`config.mk`:
```
export PLATFORM = sky130hd
export DESIGN_NAME = collision_scan
export DESIGN_NICKNAME = d
export VERILOG_FILES = /design/src/rtl/collision_scan.sv
export SDC_FILE = /design/constraint.sdc
export NUM_CORES = 1
export LEC_CHECK = 0
export ABC_AREA = 1
export CORE_ASPECT_RATIO = 0.5
export CORE_MARGIN = 5
export CORE_UTILIZATION = 41
export DETAILED_ROUTE_END_ITERATION = 16
export PLACE_DENSITY = 0.67
export SETUP_SLACK_MARGIN = 0.02
export SYNTH_ARGS = -nofsm -noshare
export SYNTH_HDL_FRONTEND = slang
export SYNTH_SLANG_ARGS = --single-unit
```
`constraint.sdc`:
```
create_clock -name clk -period 45.2 [get_ports clk]
set_input_delay 11.3 -clock clk [delete_from_list [all_inputs] [get_ports clk]]
set_output_delay 11.3 -clock clk [all_outputs]
set_load 0.005 [all_outputs]
```
`src/rtl/collision_scan.sv`:
```
// collision_scan: sequential multi-snake collision checker.
// On start, the snake bodies and lengths are snapshotted. One body segment
// (target t, index s) is visited per cycle and compared against every live
// head. Death flags accumulate and are published with a one-cycle done pulse.
// Optional arena bound check: define COLLISION_WALL_EN.
module collision_scan #(
  parameter int NUM_SNAKES = 2,
  parameter int MAX_LEN    = 16,
  parameter int NUM_LEN    = 10,
  parameter int LEN_BITS   = 5,
  parameter int X_MAX      = 32,
  parameter int Y_MAX      = 24
) (
  input  logic                                  clk,
  input  logic                                  rst,
  input  logic                                  start,
  input  logic [NUM_SNAKES*MAX_LEN*NUM_LEN-1:0] snakes,
  input  logic [NUM_SNAKES*LEN_BITS-1:0]        lens,
  output logic                                  busy,
  output logic                                  done,
  output logic [NUM_SNAKES-1:0]                 dead,
  output logic                                  head_on
);

  localparam int TW = (NUM_SNAKES > 1) ? $clog2(NUM_SNAKES) : 1;
  localparam int SW = (MAX_LEN > 1) ? $clog2(MAX_LEN) : 1;
`ifdef COLLISION_WALL_EN
  localparam bit WALL_EN = 1'b1;
`else
  localparam bit WALL_EN = 1'b0;
`endif

  typedef enum logic [1:0] {IDLE, SCAN, DONE} state_t;

  state_t state, state_next;

  logic [NUM_LEN-1:0]  body  [NUM_SNAKES][MAX_LEN];
  logic [LEN_BITS-1:0] len_q [NUM_SNAKES];
  logic [TW-1:0]       t;
  logic [LEN_BITS-1:0] s;
  logic [NUM_SNAKES-1:0] scratch, scratch_next;
  logic                  scratch_ho, scratch_ho_next;
  logic                  first, last;

  assign first = (t == '0) && (s == LEN_BITS'(1));
  assign last  = (t == TW'(NUM_SNAKES - 1)) && (s == LEN_BITS'(MAX_LEN - 1));

  // State register
  always_ff @(posedge clk) begin
    if (rst) state <= IDLE;
    else     state <= state_next;
  end

  // Next-state logic
  always_comb begin
    state_next = state;
    case (state)
      IDLE:    if (start) state_next = SCAN;
      SCAN:    if (last)  state_next = DONE;
      DONE:    state_next = IDLE;
      default: state_next = IDLE;
    endcase
  end

  // Status outputs decoded from state
  always_comb begin
    busy = (state != IDLE);
    done = (state == DONE);
  end

  // Hits for the current (t, s) position, plus first-cycle head-on and wall checks
  always_comb begin
    scratch_next    = scratch;
    scratch_ho_next = scratch_ho;
    for (int unsigned h = 0; h < NUM_SNAKES; h++) begin
      if ((len_q[h] != '0) && (s < len_q[t]) && (body[h][0] == body[t][s[SW-1:0]]))
        scratch_next[h] = 1'b1;
    end
    if (first) begin
      for (int unsigned h = 0; h < NUM_SNAKES; h++) begin
        for (int unsigned g = 0; g < NUM_SNAKES; g++) begin
          if ((h != g) && (len_q[h] != '0) && (len_q[g] != '0) && (body[h][0] == body[g][0])) begin
            scratch_next[h] = 1'b1;
            scratch_ho_next = 1'b1;
          end
        end
        if (WALL_EN && (len_q[h] != '0) &&
            ((32'(body[h][0][NUM_LEN-1:NUM_LEN/2]) >= 32'(X_MAX)) ||
             (32'(body[h][0][NUM_LEN/2-1:0]) >= 32'(Y_MAX))))
          scratch_next[h] = 1'b1;
      end
    end
  end

  // Snapshot, scan counters, sticky scratch flags and published results
  always_ff @(posedge clk) begin
    if (rst) begin
      t          <= '0;
      s          <= LEN_BITS'(1);
      scratch    <= '0;
      scratch_ho <= 1'b0;
      dead       <= '0;
      head_on    <= 1'b0;
    end else begin
      case (state)
        IDLE: if (start) begin
          for (int unsigned k = 0; k < NUM_SNAKES; k++) begin
            for (int unsigned i = 0; i < MAX_LEN; i++)
              body[k][i] <= snakes[(k*MAX_LEN + i)*NUM_LEN +: NUM_LEN];
            len_q[k] <= (lens[k*LEN_BITS +: LEN_BITS] > LEN_BITS'(MAX_LEN)) ?
                        LEN_BITS'(MAX_LEN) : lens[k*LEN_BITS +: LEN_BITS];
          end
          t          <= '0;
          s          <= LEN_BITS'(1);
          scratch    <= '0;
          scratch_ho <= 1'b0;
        end
        SCAN: begin
          scratch    <= scratch_next;
          scratch_ho <= scratch_ho_next;
          // Results are loaded on the edge into DONE so they are valid with the pulse
          if (last) begin
            dead    <= scratch_next;
            head_on <= scratch_ho_next;
          end else if (s == LEN_BITS'(MAX_LEN - 1)) begin
            s <= LEN_BITS'(1);
            t <= t + TW'(1);
          end else begin
            s <= s + LEN_BITS'(1);
          end
        end
        default: ;
      endcase
    end
  end

endmodule

```
==> reports/results.txt <==
Clk_skew - 0.00818 ns
Sequential power share - 0.514
Outcome - finished, final reports clean
Combinational share of power - 0.104
Number of global-route vias before repair - 11300
Vias per cell - 4.76
Setup bufs post-CTS - 0
Internal power - 559 uW
CTS tree - built
Post-Syn Area - 15300 um2
Drt drc - 0
Area of the multi-input gates - 3910 um2
Max-cap violations - 0
Fin cells - 2390
Routed WL per cell - 18.3 um
Flops & latches, synth - 345
Power Total - 721 uW
Area share of the largest cell type after synthesis - 0.648
Initial core utilization - 0.412
Min Clock Period, post-route - 13.61 ns
Worst R2R Setup Slack - 41.63 ns
Tightest Hold Check Type - reg -> reg
Most frequent cells in the layout - 573 x nand2_1, 337 x clkdlybuf4s50_1, 330 x edfxtp_1
PwrDens - 35.8 nW/um2
Initial antenna violation count - 11
WL final - 43600 um
CTS root buf - clkbuf_16
Worst EP required - 45.35 ns
Num CTS Buffers - 34
PortBufs - 337
IO Pins - 338
Net Switching - 162 uW
Unique masters post-synth - 35
Clock-pin slew on the worst setup and hold paths - 0.07 ns
Post-DP HPWL - 30300 um
Sw Ratio - 0.225
Post-Place Cells - 2317
Clk buf depth - 3
CTS sink cnt - 345
Gr ovfl total - 0
GP Congestion - 0.877
RSZ-0062 raised after global routing - no
Worst Tran Pin Value - 1.34 ns
Storage cell area - 10200 um2
Max FO, Critical Path - 68
Pre-antenna DRT Iters - 5
H-tree depth - 2
Core area - 37100 um2
Startpoint Class - input port
Peak VDD IR - 0.0203 mV
Clock Latency Late Sink - 0.52 ns
Kind of end point of the critical path - register
Pre-CTS WS - 31.05 ns
Most common cell after layout, fill and taps aside - nand2_1
Syn-to-layout area delta - 31.5%
Cells after Synth - 1542
Die Ht - 147 um
Fin. max-slew vios - 0
Critical path class - in -> reg
Clock share of power - 0.382
Yosys warning count - 0
Nets - 2198
Period utilization - 0.301
Routed Antenna Nets - 0
Vias - 11400
Setup TNS - 0 ns
Die area - 41500 um2
Rows - 50
First-pass GRT wire length - 64900 um
DR iter-0 viols - 928
Hold Worst Slack - 0.486 ns
Fill cells - 3237
Post-CTS sizing - 0
Largest net degree at the start of global routing - 202
Fin. Hold Viols - 0
Syn avg cell area - 9.92 um2
Area contributors post-synth - edfxtp_1 65%, nand2_1 14%, nand3_1 5.4%, inv_1 5.1%, dfxtp_1 2.0%
Leakage - 8.29 nW
Yosys top cell by area - edfxtp_1
Synthesized Nets - 1881
Setup violators final - 0
Crit path DAT - 13.76 ns
Share of post-route cells with drive strength above 1 - 0.0403
Max-slew headroom - 0.106
FMAX - 73.5 MHz
Slack of the critical path - 31.59 ns
Hold buffer count at cts - 0
GRT Util Overall - 0.204
Register area share after synthesis - 0.667
Die W - 283 um
[registers in the layout, summed over array words and instances, names as in the netlist, named ones only]
name	count
body	320
s	5
scratch_ho	1
head_on	1
state	2
len_q	10
dead	2
t	1
scratch	2
[area by class of cell]
type                       count  area share
clock buffer                  45      0.0475
sequential                   345       0.508
inverter                     216      0.0406
multi-input combinational    916       0.194
antenna                       11     0.00137
clock inverter                17     0.00554
timing repair buffer         346       0.172
tap                          494      0.0307
[path summary, 6_finish.rpt]
kind,start,endpoint,cells past startpoint
max reg2reg,register,scratch[1],20
min,scratch[0],scratch[0],2
min reg2reg,scratch[0],scratch[0],2
max,rst,body[0][16],4
[kinds of logic after synthesis]
kind of cell / share of synthesized area
XOR/XNOR: 0.00172
multiplexers: 0.00131
AND/OR/NAND/NOR: 0.222
buffers and inverters: 0.0775
flip-flops: 0.667
adder cells (fa/ha/maj): 0.00491
AO/OA/AOI/OAI: 0.0252
[worst max-delay path, stage by stage]
cell             delay (ns)
clkdlybuf4s50_1        0.69
nor2_4                 0.26
buf_4                  0.64
buf_4                  0.78
[cell usage after synthesis]
| cell | n |
|---|---|
| nor2_2 | 1 |
| o211ai_1 | 6 |
| inv_1 | 209 |
| clkinv_2 | 1 |
| nand2_1 | 573 |
| ha_1 | 6 |
| o21a_1 | 2 |
| inv_2 | 5 |
| inv_4 | 1 |
| a21oi_1 | 21 |
| a21oi_2 | 1 |
| nand2_2 | 7 |
| a221oi_1 | 1 |
| nor3_1 | 3 |
| nor4_1 | 2 |
| mux2i_1 | 2 |
| o22ai_1 | 4 |
| nand3_1 | 165 |
| o221ai_1 | 1 |
| xor2_1 | 1 |
| buf_6 | 5 |
| xnor2_1 | 2 |
| nand4_1 | 2 |
| edfxtp_1 | 330 |
| buf_2 | 30 |
| o41ai_1 | 1 |
| nor2_1 | 80 |
| o21ai_1 | 4 |
| nor2_4 | 1 |
| buf_4 | 14 |
| buf_1 | 2 |
| o21ai_0 | 28 |
| dfxtp_1 | 15 |
| nand3b_1 | 2 |
| clkbuf_1 | 14 |
[power groups by stage]
stage                     sequential (mW)  combinational [mW]  clock (mW)
final                               0.371              0.0748       0.275
after global routing                0.372              0.0826       0.295
after CTS                           0.371              0.0753       0.281
after detailed placement            0.378              0.0749           0
after global placement              0.377              0.0739           0
after floorplan                     0.383              0.0335           0
[routing by layer]
layer	vias up	part of all wire	wire (um)	track usage
li1	5643	-	-	-
met1	5376	0.39	17200	0.244
met2	291	0.53	23200	0.379
met3	63	0.048	2100	0.0360
met4	0	0.026	1140	0.0656
met5	-	0	0	0
[metrics by stage]
stage | utilization | area [um2]
after floorplan | - | 15300
final | 0.542 | 20100
after global placement | 0.513 | 19000
after detailed placement | 0.513 | 19000
after CTS | 0.541 | 20100
after global routing | 0.542 | 20100
Note: power is estimated with default switching activity, not from simulation.
==> RTL change 1 (same settings) <==
Add a define of `COLLISION_WALL_EN`.
--- a/src/rtl/collision_scan.sv
+++ b/src/rtl/collision_scan.sv
@@ -3,6 +3,8 @@
 // (target t, index s) is visited per cycle and compared against every live
 // head. Death flags accumulate and are published with a one-cycle done pulse.
 // Optional arena bound check: define COLLISION_WALL_EN.
+`define COLLISION_WALL_EN
+
 module collision_scan #(
   parameter int NUM_SNAKES = 2,
   parameter int MAX_LEN    = 16,
Function: not settled (the Yosys comparison gave no result); the edit may change what the design does.
==> RTL change 1 against the unedited design <==
  * Critical endpoint is now body[0][155]
  * Clock power grew 3%
  * Sequential cell count unchanged
  * Setup slack lost 0.80 ns
  * First-iteration DRC count increased by 1.2%
  * Highest routed layer unchanged
  * Global-route usage rose by 0.44 points
  * Wire length decreased by 0.18%
  * Total power grew 1.2%
  * Non-clock buffer count is 4 higher
  * Cell area down 3.3%
  * Die area shrank 4.5%
  * Sequential share of layout area up 1.7 points
  * Area after synthesis is 4.7% lower
  * Cell count shrank 8.8%
  * Largest power group unchanged
==> RTL change 1: results (changes against the unedited design) <==
run_status:
  status: "finished, final reports clean"
timing:
  finClkSkew_ns: 0.0177  # +0.00950 ns
  slew-limit-headroom_pct: 28.0  # +17 points
  fin_ws_ns: 30.79  # -0.796 ns
layout:
  seqCellArea_mm2: 0.0102  # about the same
  layout-drive-gt1-share_pct: 4.13  # +0.096 points
  clockNetworkAreaShare_pct: 5.63  # +0.33 points
  fill_cells: 2874  # -11%
  insertedDiodeCount: 9  # -2
  final_area_mm2: 0.0195  # -3.3%
  buf_share_pct: 17.8  # +0.67 points
  multi_input_cells: 873  # -4.7%
  multiInputGateArea_mm2: 0.00380  # -2.8%
  final_nets: 2011  # -8.5%
critical_path:
  critPathMaxFanout: 84  # +24%
  arrival_ns: 14.53  # +0.77 ns
  reg2reg_slack_ns: 41.51  # -0.12 ns
  slowest_delay_ns: 0.95  # +0.17 ns
placed_design:
  dp.final_hpwl_um: 29300  # -3.0%
  gp_congestion: 0.822  # -6.2%
  placed_cells: 2111  # -8.9%
  placed_area_mm2: 0.0183  # -3.6%
grt:
  met2_usage_pct: 37.1  # -0.81 points
  grt_pass1_vias: 10430  # -7.5%
  track_usage_pct: 20.9  # +0.44 points
  use_met3_pct: 3.72  # +0.11 points
yosys:
  seq_area_frac_synth_pct: 70.1  # +3.3 points
  synth_nets: 1689  # -10%
  synth.distinct_cells: 30  # -14%
  ys_top_cells_by_area: "edfxtp_1 (68%), nand2_1 (13%), nand3_1 (6.7%)"
  syn_area_per_cell_um2: 10.8  # +8.8%
pwr:
  peakVddDrop_v: 0.0000204  # +0.56%
  p_sw_share_pct: 22.2  # -0.29 points
drt:
  drt-total-wl_um: 43600  # -0.18%
  wl_met1_um: 17700  # +3.1%
  drtIter0Drc: 939  # +1.2%
## RTL change 1: cell types whose count changed in the layout (fill, tap and decap cells not counted), sizes merged, moves of 3 or more
cell,before,now
nor2,82,47
a21oi,22,55
nand3,165,196
clkbuf,45,39
o21ai,32,15
inv,215,70
bufinv,1,4
nand2,580,520
a21boi,0,3
o22ai,4,1
buf,9,13
## RTL change 1: cells by family (layout without fill, tap and decap cells)
family | Yosys count | after routing | synth area share [%]
other cells | 0 | 9 | 0
buf+inv | 132 | 478 | 3.92
simple gates | 777 | 777 | 22.0
fa+ha+maj | 6 | 6 | 0.515
compound gates | 84 | 84 | 3.13
flops | 345 | 345 | 70.1
mux | 2 | 2 | 0.137
xor+xnor | 4 | 4 | 0.240
## RTL change 1: worst max-delay path, delay by kind of cell
family	cells	cell delay (ns)
AND/OR/NAND/NOR	1	0.69
buffers and inverters	3	2.44
==> RTL change 2 (same flow settings) <==
Without the edit above. Add an input register stage for `lens`; this delays it by one clock. The other inputs are not delayed to match.
--- a/src/rtl/collision_scan.sv
+++ b/src/rtl/collision_scan.sv
@@ -31,6 +31,16 @@
 `endif
 
   typedef enum logic [1:0] {IDLE, SCAN, DONE} state_t;
+
+  logic [NUM_SNAKES*LEN_BITS-1:0] lens_q;
+
+  always_ff @(posedge clk) begin
+    if (rst) begin
+      lens_q <= '0;
+    end else begin
+      lens_q <= lens;
+    end
+  end
 
   state_t state, state_next;
 
@@ -107,8 +117,8 @@
           for (int unsigned k = 0; k < NUM_SNAKES; k++) begin
             for (int unsigned i = 0; i < MAX_LEN; i++)
               body[k][i] <= snakes[(k*MAX_LEN + i)*NUM_LEN +: NUM_LEN];
-            len_q[k] <= (lens[k*LEN_BITS +: LEN_BITS] > LEN_BITS'(MAX_LEN)) ?
-                        LEN_BITS'(MAX_LEN) : lens[k*LEN_BITS +: LEN_BITS];
+            len_q[k] <= (lens_q[k*LEN_BITS +: LEN_BITS] > LEN_BITS'(MAX_LEN)) ?
+                        LEN_BITS'(MAX_LEN) : lens_q[k*LEN_BITS +: LEN_BITS];
           end
           t          <= '0;
           s          <= LEN_BITS'(1);
Function: not settled (the Yosys comparison gave no result); the edit may change what the design does.
==> RTL change 2 against the unedited design <==
  * Maximum frequency is 12% lower
  * Largest power group unchanged
  * Global-route usage rose by 0.34 points
  * Via count is 1.9% lower
  * Non-clock buffer count rose by 3
  * Cell count fell by 4.5%
  * Cell area fell by 0.66%
  * Setup slack got worse by 1.9 ns
  * Largest cell class unchanged
  * Total power up 4.9%
  * Wire length increased by 0.94%
  * Sequential cell count grew 10
  * Critical path type unchanged
  * Critical path depth grew 1
  * Area after synthesis is 1.0% lower
==> RTL change 2: results (changes against the unedited design) <==
yosys:
  synth_nets: 1786  # -5.1%
  synthAdderAreaFrac_pct: 0.496  # +0.0052 points
  yosys-top-cells-count: "nand2_1 (521), edfxtp_1 (330), nand3_1 (177)"
  seq_area_frac_synth_pct: 68.8  # +2.0 points
  synth_xor_area_share_pct: 0.174  # +0.0018 points
  ys_top_cells_by_area: "edfxtp_1 (65%), nand2_1 (13%), nand3_1 (5.9%)"
  syn_area_per_cell_um2: 10.5  # +5.5%
placed_design:
  preCtsSetupSlack_ns: 29.24  # -1.81 ns
  placed_area_mm2: 0.0188  # -0.97%
min_path:
  min_path_cells: 0  # -2
critical_path:
  arrival_ns: 15.60  # +1.84 ns
  reg2reg_slack_ns: 40.91  # -0.72 ns
timing:
  finClkSkew_ns: 0.0114  # +0.00325 ns
  slew-limit-headroom_pct: 26.3  # +16 points
drt:
  wl_met2_um: 23300  # +0.26%
  drt-total-wl_um: 44000  # +0.94%
  drtIter0Drc: 993  # +7.0%
  dr_total_vias: 11158  # -1.9%
layout:
  final_nets: 2106  # -4.2%
  top_regs: "body x320, len_q x10, lens_q x10"
  final-instance-count-excl-fill: 2282  # -4.5%
grt:
  met2_usage_pct: 36.8  # -1.1 points
  use_met3_pct: 3.11  # -0.49 points
  grt_antenna_before_repair: 7  # -4
  met1_usage_pct: 26.7  # +2.4 points
run_status:
  status: "finished, final reports clean"
pwr:
  p_leak_uw: 0.00787  # -5.0%
## RTL change 2: cell types whose count changed after synthesis, sizes merged, moves of 2 or more
cell,before,now
nor3,3,6
dfxtp,15,25
o21ai,32,35
o211ai,6,4
nor2,82,93
a21oi,22,28
or2,0,3
nand3,165,177
nand2,580,523
inv,215,129
nand3b,2,4
## RTL change 2: power by group
group / internal (uW) / total (uW) / leakage (uW) / switching, uW
sequential: 375 / 380 / 0.00326 / 4.41
combinational: 39.6 / 83.3 / 0.00406 / 43.7
clock: 172 / 293 / 0.000548 / 121
## RTL change 2: layout make-up
| type | count | area, um2 |
|---|---|---|
| tap | 484 | 606 |
| inverter | 130 | 498 |
| clock inverter | 9 | 120 |
| timing repair buffer | 349 | 3460 |
| clock buffer | 51 | 1010 |
| multi-input combinational | 897 | 3850 |
| fill | 3146 | 16200 |
| antenna | 7 | 17.5 |
| sequential | 355 | 10400 |
